<file path="src/rtl/bytewrite_ram_master_if.sv">
// Request/response bundle between a requester and bytewrite_ram_master.
//   req_valid/req_ready  request handshake
//   req_we               1 = store, 0 = load
//   req_size             0 byte, 1 half, 2 word, 3 illegal
//   req_addr             byte address
//   req_wdata            store data, LSB-aligned
//   rsp_valid/rsp_ready  response handshake
//   rsp_err              illegal size, no RAM access was made
//   rsp_rdata            load data, LSB-aligned, zero-extended
// master: requester side; slave: controller side.
interface bytewrite_ram_master_if #(
   parameter int NUM_COL    = 4,
   parameter int COL_WIDTH  = 8,
   parameter int ADDR_WIDTH = 6
);
   localparam int DATA_WIDTH = NUM_COL * COL_WIDTH;
   localparam int OFS_W      = $clog2(NUM_COL);

   logic                        req_valid;
   logic                        req_ready;
   logic                        req_we;
   logic [1:0]                  req_size;
   logic [ADDR_WIDTH+OFS_W-1:0] req_addr;
   logic [DATA_WIDTH-1:0]       req_wdata;
   logic                        rsp_valid;
   logic                        rsp_ready;
   logic                        rsp_err;
   logic [DATA_WIDTH-1:0]       rsp_rdata;

   modport master (
      output req_valid, req_we, req_size, req_addr, req_wdata, rsp_ready,
      input  req_ready, rsp_valid, rsp_err, rsp_rdata
   );

   modport slave (
      input  req_valid, req_we, req_size, req_addr, req_wdata, rsp_ready,
      output req_ready, rsp_valid, rsp_err, rsp_rdata
   );
endinterface

</file>
<file path="src/rtl/bytewrite_ram_master.sv">
// Request-side controller for one port of a byte-write no-change RAM.
// Takes byte/half/word loads and stores at byte addresses, splits accesses
// that straddle a word boundary into two RAM cycles, and returns one aligned
// response per request.
//   clkA    clock, posedge
//   rstA_n  synchronous active-low reset
//   bus     request/response bundle (slave side)
//   enaA    RAM enable (registered)
//   weA     RAM column write enables (registered)
//   addrA   RAM word address (registered)
//   dinA    RAM write data (registered)
//   doutA   RAM read data, valid the cycle after a read enable
//
// state  | meaning
// IDLE   | ready for a request
// ISSUE0 | first (or only) RAM word being accessed
// ISSUE1 | second RAM word of a split access; word0 read data captured
// CAPT   | load only: capture the last read word
// RESP   | response held until rsp_ready
module bytewrite_ram_master #(
   parameter int NUM_COL    = 4,
   parameter int COL_WIDTH  = 8,
   parameter int ADDR_WIDTH = 6
) (
   input  logic                           clkA,
   input  logic                           rstA_n,
   bytewrite_ram_master_if.slave          bus,
   output logic                           enaA,
   output logic [NUM_COL-1:0]             weA,
   output logic [ADDR_WIDTH-1:0]          addrA,
   output logic [NUM_COL*COL_WIDTH-1:0]   dinA,
   input  logic [NUM_COL*COL_WIDTH-1:0]   doutA
);
   localparam int DATA_WIDTH = NUM_COL * COL_WIDTH;
   localparam int OFS_W      = $clog2(NUM_COL);

   typedef enum logic [2:0] {
      IDLE   = 3'd0,
      ISSUE0 = 3'd1,
      ISSUE1 = 3'd2,
      CAPT   = 3'd3,
      RESP   = 3'd4
   } state_t;

   state_t state, state_nxt;

   logic                    ena_nxt;
   logic [NUM_COL-1:0]      we_nxt;
   logic [ADDR_WIDTH-1:0]   addr_nxt;
   logic [DATA_WIDTH-1:0]   din_nxt;

   // request decode, valid while in IDLE
   logic [OFS_W-1:0]        req_ofs;
   logic [ADDR_WIDTH-1:0]   req_word;
   int                      req_n;
   logic                    req_illegal;
   logic [2*NUM_COL-1:0]    req_mask;
   logic                    accept;

   // latched request
   logic                    we_q;
   logic [1:0]              size_q;
   logic [OFS_W-1:0]        ofs_q;
   logic [ADDR_WIDTH-1:0]   word_q;
   logic [DATA_WIDTH-1:0]   wdata_q;
   logic [NUM_COL-1:0]      hi_q;
   logic                    split_q;
   logic                    err_q;
   logic [DATA_WIDTH-1:0]   rd0;
   logic [DATA_WIDTH-1:0]   rd1;

   logic [2*DATA_WIDTH-1:0] rd_pair;
   logic [DATA_WIDTH-1:0]   rd_aligned;

   assign req_ofs  = bus.req_addr[OFS_W-1:0];
   assign req_word = bus.req_addr[ADDR_WIDTH+OFS_W-1:OFS_W];

   always_comb begin
      req_n       = 1 << bus.req_size;
      req_illegal = (bus.req_size == 2'd3) || (req_n > NUM_COL);
      req_mask    = '0;
      // columns o .. o+n-1 across two adjacent words
      for (int i = 0; i < 2*NUM_COL; i++) begin
         req_mask[i] = (i >= int'(req_ofs)) && (i < int'(req_ofs) + req_n);
      end
   end

   assign bus.req_ready = rstA_n && (state == IDLE);
   assign accept        = bus.req_valid && bus.req_ready;

   always_comb begin
      state_nxt = state;
      ena_nxt   = 1'b0;
      we_nxt    = '0;
      addr_nxt  = addrA;
      din_nxt   = dinA;
      case (state)
         IDLE: begin
            if (bus.req_valid) begin
               if (req_illegal) begin
                  state_nxt = RESP;
               end else begin
                  state_nxt = ISSUE0;
                  ena_nxt   = 1'b1;
                  addr_nxt  = req_word;
                  we_nxt    = bus.req_we ? req_mask[NUM_COL-1:0] : '0;
                  din_nxt   = bus.req_wdata << (int'(req_ofs) * COL_WIDTH);
               end
            end
         end
         ISSUE0: begin
            if (split_q) begin
               state_nxt = ISSUE1;
               ena_nxt   = 1'b1;
               addr_nxt  = word_q + ADDR_WIDTH'(1);
               we_nxt    = we_q ? hi_q : '0;
               din_nxt   = wdata_q >> ((NUM_COL - int'(ofs_q)) * COL_WIDTH);
            end else begin
               state_nxt = we_q ? RESP : CAPT;
            end
         end
         ISSUE1: state_nxt = we_q ? RESP : CAPT;
         CAPT:   state_nxt = RESP;
         RESP: begin
            if (bus.rsp_ready) state_nxt = IDLE;
         end
         default: state_nxt = IDLE;
      endcase
   end

   always_ff @(posedge clkA) begin
      if (!rstA_n) begin
         state   <= IDLE;
         enaA    <= 1'b0;
         weA     <= '0;
         addrA   <= '0;
         dinA    <= '0;
         we_q    <= 1'b0;
         size_q  <= '0;
         ofs_q   <= '0;
         word_q  <= '0;
         wdata_q <= '0;
         hi_q    <= '0;
         split_q <= 1'b0;
         err_q   <= 1'b0;
         rd0     <= '0;
         rd1     <= '0;
      end else begin
         state <= state_nxt;
         enaA  <= ena_nxt;
         weA   <= we_nxt;
         addrA <= addr_nxt;
         dinA  <= din_nxt;
         if (accept) begin
            we_q    <= bus.req_we;
            size_q  <= bus.req_size;
            ofs_q   <= req_ofs;
            word_q  <= req_word;
            wdata_q <= bus.req_wdata;
            hi_q    <= req_mask[2*NUM_COL-1:NUM_COL];
            split_q <= (req_mask[2*NUM_COL-1:NUM_COL] != '0) && !req_illegal;
            err_q   <= req_illegal;
         end
         // word0 of a split load arrives while word1 is being issued
         if (state == ISSUE1 && !we_q) rd0 <= doutA;
         if (state == CAPT) begin
            if (split_q) rd1 <= doutA;
            else         rd0 <= doutA;
         end
      end
   end

   always_comb begin
      rd_pair    = {rd1, rd0} >> (int'(ofs_q) * COL_WIDTH);
      rd_aligned = rd_pair[DATA_WIDTH-1:0];
      for (int b = 0; b < NUM_COL; b++) begin
         if (b >= (1 << size_q)) rd_aligned[b*COL_WIDTH +: COL_WIDTH] = '0;
      end
   end

   assign bus.rsp_valid = (state == RESP);
   assign bus.rsp_err   = (state == RESP) && err_q;
   assign bus.rsp_rdata = ((state == RESP) && !we_q && !err_q) ? rd_aligned : '0;
endmodule
</file>
<file path="src/flat_wrapper.sv">
// flat-port wrapper written by rule: the top's interface ports become plain ports
module bytewrite_ram_master_flat 
#(
   parameter int NUM_COL    = 4,
   parameter int COL_WIDTH  = 8,
   parameter int ADDR_WIDTH = 6
)
  (clkA, rstA_n, enaA, weA, addrA, dinA, doutA, bus_req_valid, bus_req_we, bus_req_size, bus_req_addr, bus_req_wdata, bus_rsp_ready, bus_req_ready, bus_rsp_valid, bus_rsp_err, bus_rsp_rdata);
  bytewrite_ram_master_if #(.NUM_COL(NUM_COL), .COL_WIDTH(COL_WIDTH), .ADDR_WIDTH(ADDR_WIDTH)) bus_i ();
  input  logic clkA;
  input  logic rstA_n;
  output logic enaA;
  output logic [NUM_COL-1:0] weA;
  output logic [ADDR_WIDTH-1:0] addrA;
  output logic [NUM_COL*COL_WIDTH-1:0] dinA;
  input  logic [NUM_COL*COL_WIDTH-1:0] doutA;
  input wire logic [$bits(bus_i.req_valid)-1:0] bus_req_valid;
  input wire logic [$bits(bus_i.req_we)-1:0] bus_req_we;
  input wire logic [$bits(bus_i.req_size)-1:0] bus_req_size;
  input wire logic [$bits(bus_i.req_addr)-1:0] bus_req_addr;
  input wire logic [$bits(bus_i.req_wdata)-1:0] bus_req_wdata;
  input wire logic [$bits(bus_i.rsp_ready)-1:0] bus_rsp_ready;
  output wire logic [$bits(bus_i.req_ready)-1:0] bus_req_ready;
  output wire logic [$bits(bus_i.rsp_valid)-1:0] bus_rsp_valid;
  output wire logic [$bits(bus_i.rsp_err)-1:0] bus_rsp_err;
  output wire logic [$bits(bus_i.rsp_rdata)-1:0] bus_rsp_rdata;
  assign bus_i.req_valid = bus_req_valid;
  assign bus_i.req_we = bus_req_we;
  assign bus_i.req_size = bus_req_size;
  assign bus_i.req_addr = bus_req_addr;
  assign bus_i.req_wdata = bus_req_wdata;
  assign bus_i.rsp_ready = bus_rsp_ready;
  assign bus_req_ready = bus_i.req_ready;
  assign bus_rsp_valid = bus_i.rsp_valid;
  assign bus_rsp_err = bus_i.rsp_err;
  assign bus_rsp_rdata = bus_i.rsp_rdata;
  bytewrite_ram_master #(.NUM_COL(NUM_COL), .COL_WIDTH(COL_WIDTH), .ADDR_WIDTH(ADDR_WIDTH)) u_core (.clkA(clkA), .rstA_n(rstA_n), .bus(bus_i), .enaA(enaA), .weA(weA), .addrA(addrA), .dinA(dinA), .doutA(doutA));
endmodule
</file>
<file path="config.mk">
export PLATFORM = sky130hd
export DESIGN_NAME = bytewrite_ram_master_flat
export DESIGN_NICKNAME = d
export VERILOG_FILES = /design/src/rtl/bytewrite_ram_master_if.sv /design/src/rtl/bytewrite_ram_master.sv /design/src/flat_wrapper.sv
export SDC_FILE = /design/constraint.sdc
export NUM_CORES = 1
export LEC_CHECK = 0
export CORE_MARGIN = 3
export CORE_UTILIZATION = 54
export CTS_BUF_LIST = sky130_fd_sc_hd__clkbuf_8
export CTS_CLUSTER_DIAMETER = 30
export DETAILED_ROUTE_END_ITERATION = 16
export PLACE_DENSITY = 0.8
export SYNTH_ARGS = -nofsm -noshare
export SYNTH_HDL_FRONTEND = slang
export SYNTH_SLANG_ARGS = --single-unit
</file>
<file path="constraint.sdc">
create_clock -name clkA -period 3.3 [get_ports clkA]
set_clock_uncertainty 0.2 [all_clocks]
set_input_delay 0.495 -clock clkA [delete_from_list [all_inputs] [get_ports clkA]]
set_output_delay 0.495 -clock clkA [all_outputs]
set_load 0.03 [all_outputs]
</file>
==> results of run 1 <==
[routing by layer]
| layer | vias up | part of all wire [%] |
|---|---|---|
| met1 | 3556 | 44 |
| met2 | 322 | 45 |
| met3 | 31 | 9.3 |
| met4 | 0 | 1.6 |
| met5 | - | 0 |
| li1 | 3479 | - |
[flip-flops by register name, summed over array words and instances (netlist names)]
signal          cells
u_core.addrA        6
u_core.size_q       2
u_core.state        3
u_core.split_q      1
u_core.hi_q         4
u_core.enaA         1
u_core.err_q        1
u_core.rd1         24
u_core.ofs_q        2
u_core.word_q       6
u_core.wdata_q     32
u_core.dinA        32
u_core.rd0         32
u_core.we_q         1
u_core.weA          4
[worst min path at each step]
stage                         startpoint               to  cells past startpoint
after floorplan           u_core.hi_q[1]    u_core.weA[1]                      2
after global placement    u_core.rd1[16]   u_core.rd1[16]                      2
after detailed placement   u_core.rd0[3]    u_core.rd0[3]                      2
after CTS                         rstA_n  u_core.state[1]                      3
after global routing              rstA_n  u_core.state[1]                      3
final                             rstA_n  u_core.state[1]                      3
[cell families (layout without fill, tap and decap cells)]
logic type,Yosys count,in the layout,share of synthesized area [%]
mux,91,91,18.2
xor+xnor,5,5,0.556
compound gates,247,247,19.4
fa+ha+maj,5,5,0.889
buf+inv,88,222,5.02
flops,151,151,38.4
simple gates,310,310,17.6
[area by class of cell]
cell class,count,area [µm²],share of cell area [%]
clock buffer,22,303,3.02
clock inverter,10,125,1.25
inverter,6,22.5,0.224
multi-input combinational,658,4470,44.5
sequential,151,3030,30.2
tap,180,225,2.24
timing repair buffer,184,1860,18.6
[repair_timing]
action,4_1_cts,5_1_grt
setup endpoints to repair,1,15
gates resized for setup,0,14
endpoints found under the hold margin,0,0
buffers inserted,1,4
[power by group]
group / switching [W] / leakage [nW] / internal, W
sequential: 0.000187 / 1.23 / 0.00204
combinational: 0.000977 / 2.35 / 0.000748
clock: 0.000690 / 0.227 / 0.000839
[layout by cell type (no fill, tap or decap), types with 2 or more instances in the layout]
| cell | count |
|---|---|
| nor3_4 | 2 |
| nor2_1 | 16 |
| and3_1 | 23 |
| clkdlybuf4s50_1 | 133 |
| a22oi_1 | 25 |
| and2b_1 | 3 |
| xnor2_1 | 5 |
| buf_12 | 5 |
| o21ai_0 | 45 |
| a211oi_2 | 2 |
| mux4_2 | 40 |
| dlymetal6s2s_1 | 14 |
| nand2b_1 | 7 |
| ha_1 | 4 |
| mux2i_1 | 35 |
| o2bb2ai_1 | 8 |
| clkinv_2 | 4 |
| and2_1 | 11 |
| a21oi_1 | 98 |
| nor2b_1 | 10 |
| clkbuf_8 | 22 |
| o2111ai_1 | 4 |
| o22ai_1 | 10 |
| inv_1 | 6 |
| mux2_2 | 16 |
| a211oi_1 | 31 |
| nor3_1 | 4 |
| bufinv_16 | 3 |
| nand2_1 | 216 |
| dfxtp_1 | 150 |
| nand3_1 | 8 |
| buf_4 | 30 |
| a32oi_1 | 8 |
| o31ai_1 | 4 |
[metrics by stage]
stage	std cells	instance area, µm²	setup slack [ps]	util, %	hold WS [ps]
final	1211	10000	110	71.2	235
after global routing	1211	10000	1.22	71.2	248
after CTS	1207	9940	36.4	70.5	206
after detailed placement	1174	9490	236	67.3	248
after global placement	1174	9490	419	67.3	240
after floorplan	897	7880	502	-	232
[worst max-delay path, cell delays in order (launching register included)]
cell,delay (ps)
dfxtp_1,330
or3b_2,490
nor3_4,130
buf_4,250
and3_1,180
clkdlybuf4s50_1,660
==> reports/qor.csv, run 1 <==
metric,value,unit
status,"complete, no violations",
# DRC,0,
Peak Freq,0.313,GHz
Mapped Cells,897,
"count leader, synth",nand2_1,
"setup slack, reg-to-reg",750,ps
initial DRC count,782,
# setup viols final,0,
Synth Cell Area,7880,µm²
Synth area leader,dfxtp_1,
initial antenna violation count,0,
worst hold path type,in2reg,
Initial Util,55.9,%
sequential-to-total area share from yosys stat,38.4,%
CTS Sinks,151,
routability cong.,0.914,
worst skew pair latency,460,ps
M3 GR Usage,7.12,%
Max Buffers Root-to-Sink,2,
max-slew violations,0,
height of the die,127,µm
CORE AREA,14100,µm²
Max-Cap Viols,0,
fin crit share,96.7,%
setup TNS,0,ps
Crit Path Class,reg2out,
reg2reg end,u_core.dinA[25],
maximum vdd drop,0.398,mV
required time worst endpoint,2600,ps
Synth Warn #,0,
"Top FF cell, synth",dfxtp_1,
Ant. Diodes,0,
number of H-tree levels,4,
Initial DRT Pass Iterations,5,
die width,127,µm
num ports,157,
P_leak,3.81,nW
HPWL Detailed,15.0,mm
largest cells by area after synthesis,"dfxtp_1 38%, mux4_2 11%, nand2_1 10%, a21oi_1 6.2%, mux2i_1 4.4%",
"Power, Total",0.00548,W
CP Launch Type,register,
Top Usage Layer GRT,met2,
met2 Resource Use GR,42.9,%
post-synthesis register bit count,151,
post-layout min period,3190,ps
synthesis-to-finish area growth,27.4,%
CTS Root Cell,clkbuf_8,
Critical Path Sink,bus_rsp_rdata[27],
Post-DRT Antenna Nets,0,
CTS tree,yes,
Fillers,1109,
row count,43,
DIE AREA,16100,µm²
final hold violations,0,
WL/cell,18.8,µm
Mean Syn Cell Area,8.78,µm²
RSZ-0062 raised after global routing,false,
post-synth cell types,55,
Port Buf Inserts,156,
Post-synth EDFFs,0,
top-area cell type share of the netlist area,38.4,%
Tightest Pin Transition,973,ps
critical path startpoint,u_core.state[2],
"Async S/R FF share, synth",0,%
met1 Usage GRT,38.7,%
vias,7388,
max_slew headroom,35.0,%
largest net degree at the start of global routing,84,
crit end category,output pin,
crit path DAT,2500,ps
CP Max Fanout,25,
Worst Reg2Reg Path Length in Cells,7,
cts bufs inserted,17,
Reg2Reg Launch Point,u_core.ofs_q[0],
vias in the first global route,6863,
routed wire length,22.7,mm
power density over the cells,546,nW/µm²
Worst-path clk slew,80,ps
cts hold-fix bufs,0,
first-pass GRT wire length,36.0,mm
NumNets Final,1102,
GRT Util Overall,27.7,%
Mapped Nets,981,
GR Overflow Total,0,
vias per cell,6.10,
layout cells sized above 1,13.2,%
most frequent cells after synthesis,"216 x nand2_1, 151 x dfxtp_1, 98 x a21oi_1",
Note: power is estimated with default switching activity, not from simulation.
==> run 2, diff against run 1 <==
- TNS_END_PERCENT: not set -> 10
==> reports/qor.csv, run 2 (synthesis gave the netlist of run 1 again) <==
metric,value,unit,change
status,"complete, no violations",,
dpl ws,236,ps,unchanged
cts bufs inserted,17,,unchanged
RSZ-0062 raised after global routing,false,,
maximum vdd drop,0.397,mV,-0.20%
worst skew pair latency,460,ps,about the same
initial DRC count,713,,-8.8%
layout cells sized above 1,12.9,%,-0.34 points
Worst Reg2Reg Path Length in Cells,7,,unchanged
height of the die,127,µm,unchanged
crit end category,output pin,,
required time worst endpoint,2600,ps,about the same
Initial DRT Pass Iterations,5,,unchanged
HPWL Detailed,15.0,mm,unchanged
synthesis-to-finish area growth,26.7,%,
largest registers,"u_core.dinA: 32 flops, u_core.rd0: 32 flops, u_core.wdata_q: 32 flops",,
CTS Sinks,151,,unchanged
DIE AREA,16100,µm²,unchanged
largest net degree at the start of global routing,84,,unchanged
Net Sw Frac,33.8,%,about the same
vias per cell,6.05,,-0.82%
# setup viols final,0,,unchanged
Ant. Diodes,0,,unchanged
final hold violations,0,,unchanged
clock share of power,28.0,%,about the same
CTS Root Cell,clkbuf_8,,
initial antenna violation count,0,,unchanged
setup ws final,114,ps,+4.52 ps
critical path startpoint,u_core.state[2],,
Reg2Reg Launch Point,u_core.ofs_q[0],,
max_slew headroom,34.8,%,-0.19 points
CTS tree,yes,,
vias in the first global route,6863,,unchanged
Max Buffers Root-to-Sink,2,,unchanged
power density over the cells,547,nW/µm²,about the same
# DRC,0,,unchanged
max-slew violations,0,,unchanged
Worst-path clk slew,80,ps,about the same
GR Overflow Total,0,,unchanged
Int Pwr,0.00361,W,-0.46%
CORE AREA,14100,µm²,unchanged
logic gate share of total power,31.0,%,-0.5 points
crit path DAT,2490,ps,about the same
Max-Cap Viols,0,,unchanged
WL/cell,18.7,µm,-0.38%
worst hold start,rstA_n,,
die width,127,µm,unchanged
Flop pwr share,41.0,%,+0.4 points
num ports,157,,unchanged
row count,43,,unchanged
fin crit share,96.5,%,-0.14 points
"most common cell after layout, fill and taps aside",nand2_1,,
CP Launch Type,register,,
first-pass GRT wire length,36.0,mm,unchanged
number of H-tree levels,4,,unchanged
NumNets Final,1098,,-0.36%
cts hold-fix bufs,0,,unchanged
cell depth of the worst hold path,3,,unchanged
routability cong.,0.914,,unchanged
post-layout min period,3190,ps,-4.52 ps
Peak Freq,0.314,GHz,+0.14%
P_leak,3.80,nW,-0.23%
worst hold path type,in2reg,,
routed wire length,22.6,mm,-0.71%
Sw Pwr,0.00185,W,-0.41%
Tightest Pin Transition,975,ps,+2.79 ps
GRT Util Overall,27.7,%,unchanged
setup TNS,0,ps,unchanged
Initial Util,55.9,%,unchanged
vias,7303,,-1.2%
Crit Path Class,reg2out,,
"commonest non-fill, non-tap cells in the layout","216 x nand2_1, 150 x dfxtp_1, 132 x clkdlybuf4s50_1",,
Port Buf Inserts,156,,unchanged
CP Max Fanout,25,,unchanged
Post-DRT Antenna Nets,0,,unchanged
## run 2: changes by cell type in the layout (fill, tap and decap cells not counted), sizes merged
cell	previous run	this run
dlymetal6s2s	14	15
clkdlybuf4s50	133	132
buf	37	33
## run 2: repair_timing
action,4_1_cts,5_1_grt
gates resized for setup,0,15
setup buffers,1,0
setup endpoints to repair,1,15
## run 2: worst paths after layout
kind / to / slack [ps]
worst min-delay path: u_core.state[1] / 240
worst max-delay path: bus_rsp_rdata[27] / 110
worst max register to register: u_core.dinA[25] / 520
worst min register to register: u_core.rd1[22] / 260
## run 2: power by group through the flow
stage / Combinational (W) / Clock, W / Sequential, W
after detailed placement: 0.00165 / 0 / 0.00228
after CTS: 0.00168 / 0.00154 / 0.00223
after global placement: 0.00162 / 0 / 0.00228
after floorplan: 0.000973 / 0 / 0.00238
after global routing: 0.00182 / 0.00162 / 0.00226
final: 0.00169 / 0.00153 / 0.00224
## run 2: metal layers
metal / up-vias / wire length, µm / GRT usage, %
li1: 3470 / - / -
met1: 3480 / 9920 / 38.7
met2: 321 / 10300 / 42.9
met3: 32 / 1960 / 7.12
met4: 0 / 376 / 7.95
met5: - / 0 / 0
## run 2: final cells by class
cell class	count	area, µm²
Timing Repair Buffer	180	1810
Multi-Input combinational cell	658	4470
Sequential cell	151	3030
Clock buffer	22	303
Fill cell	1120	4110
Clock inverter	10	125
Inverter	6	22.5
Tap cell	180	225
## run 2: worst max-delay path: stages, from the launching register on
cell and delay (ps):
dfxtp_1 330, or3b_2 490, nor3_4 120, buf_4 250, and3_1 180, clkdlybuf4s50_1 660
## run 2: per-stage QoR
step                util, %  instance area [µm²]  std cells  power, W  hold WS (ps)
finish                 70.8                 9980       1207   0.00546           236
global route           70.8                 9980       1207   0.00570           248
CTS                    70.5                 9940       1207   0.00545           206
detailed placement     67.3                 9490       1174   0.00393           248
global placement       67.3                 9490       1174   0.00390           240
floorplan                 -                 7880        897   0.00335           232
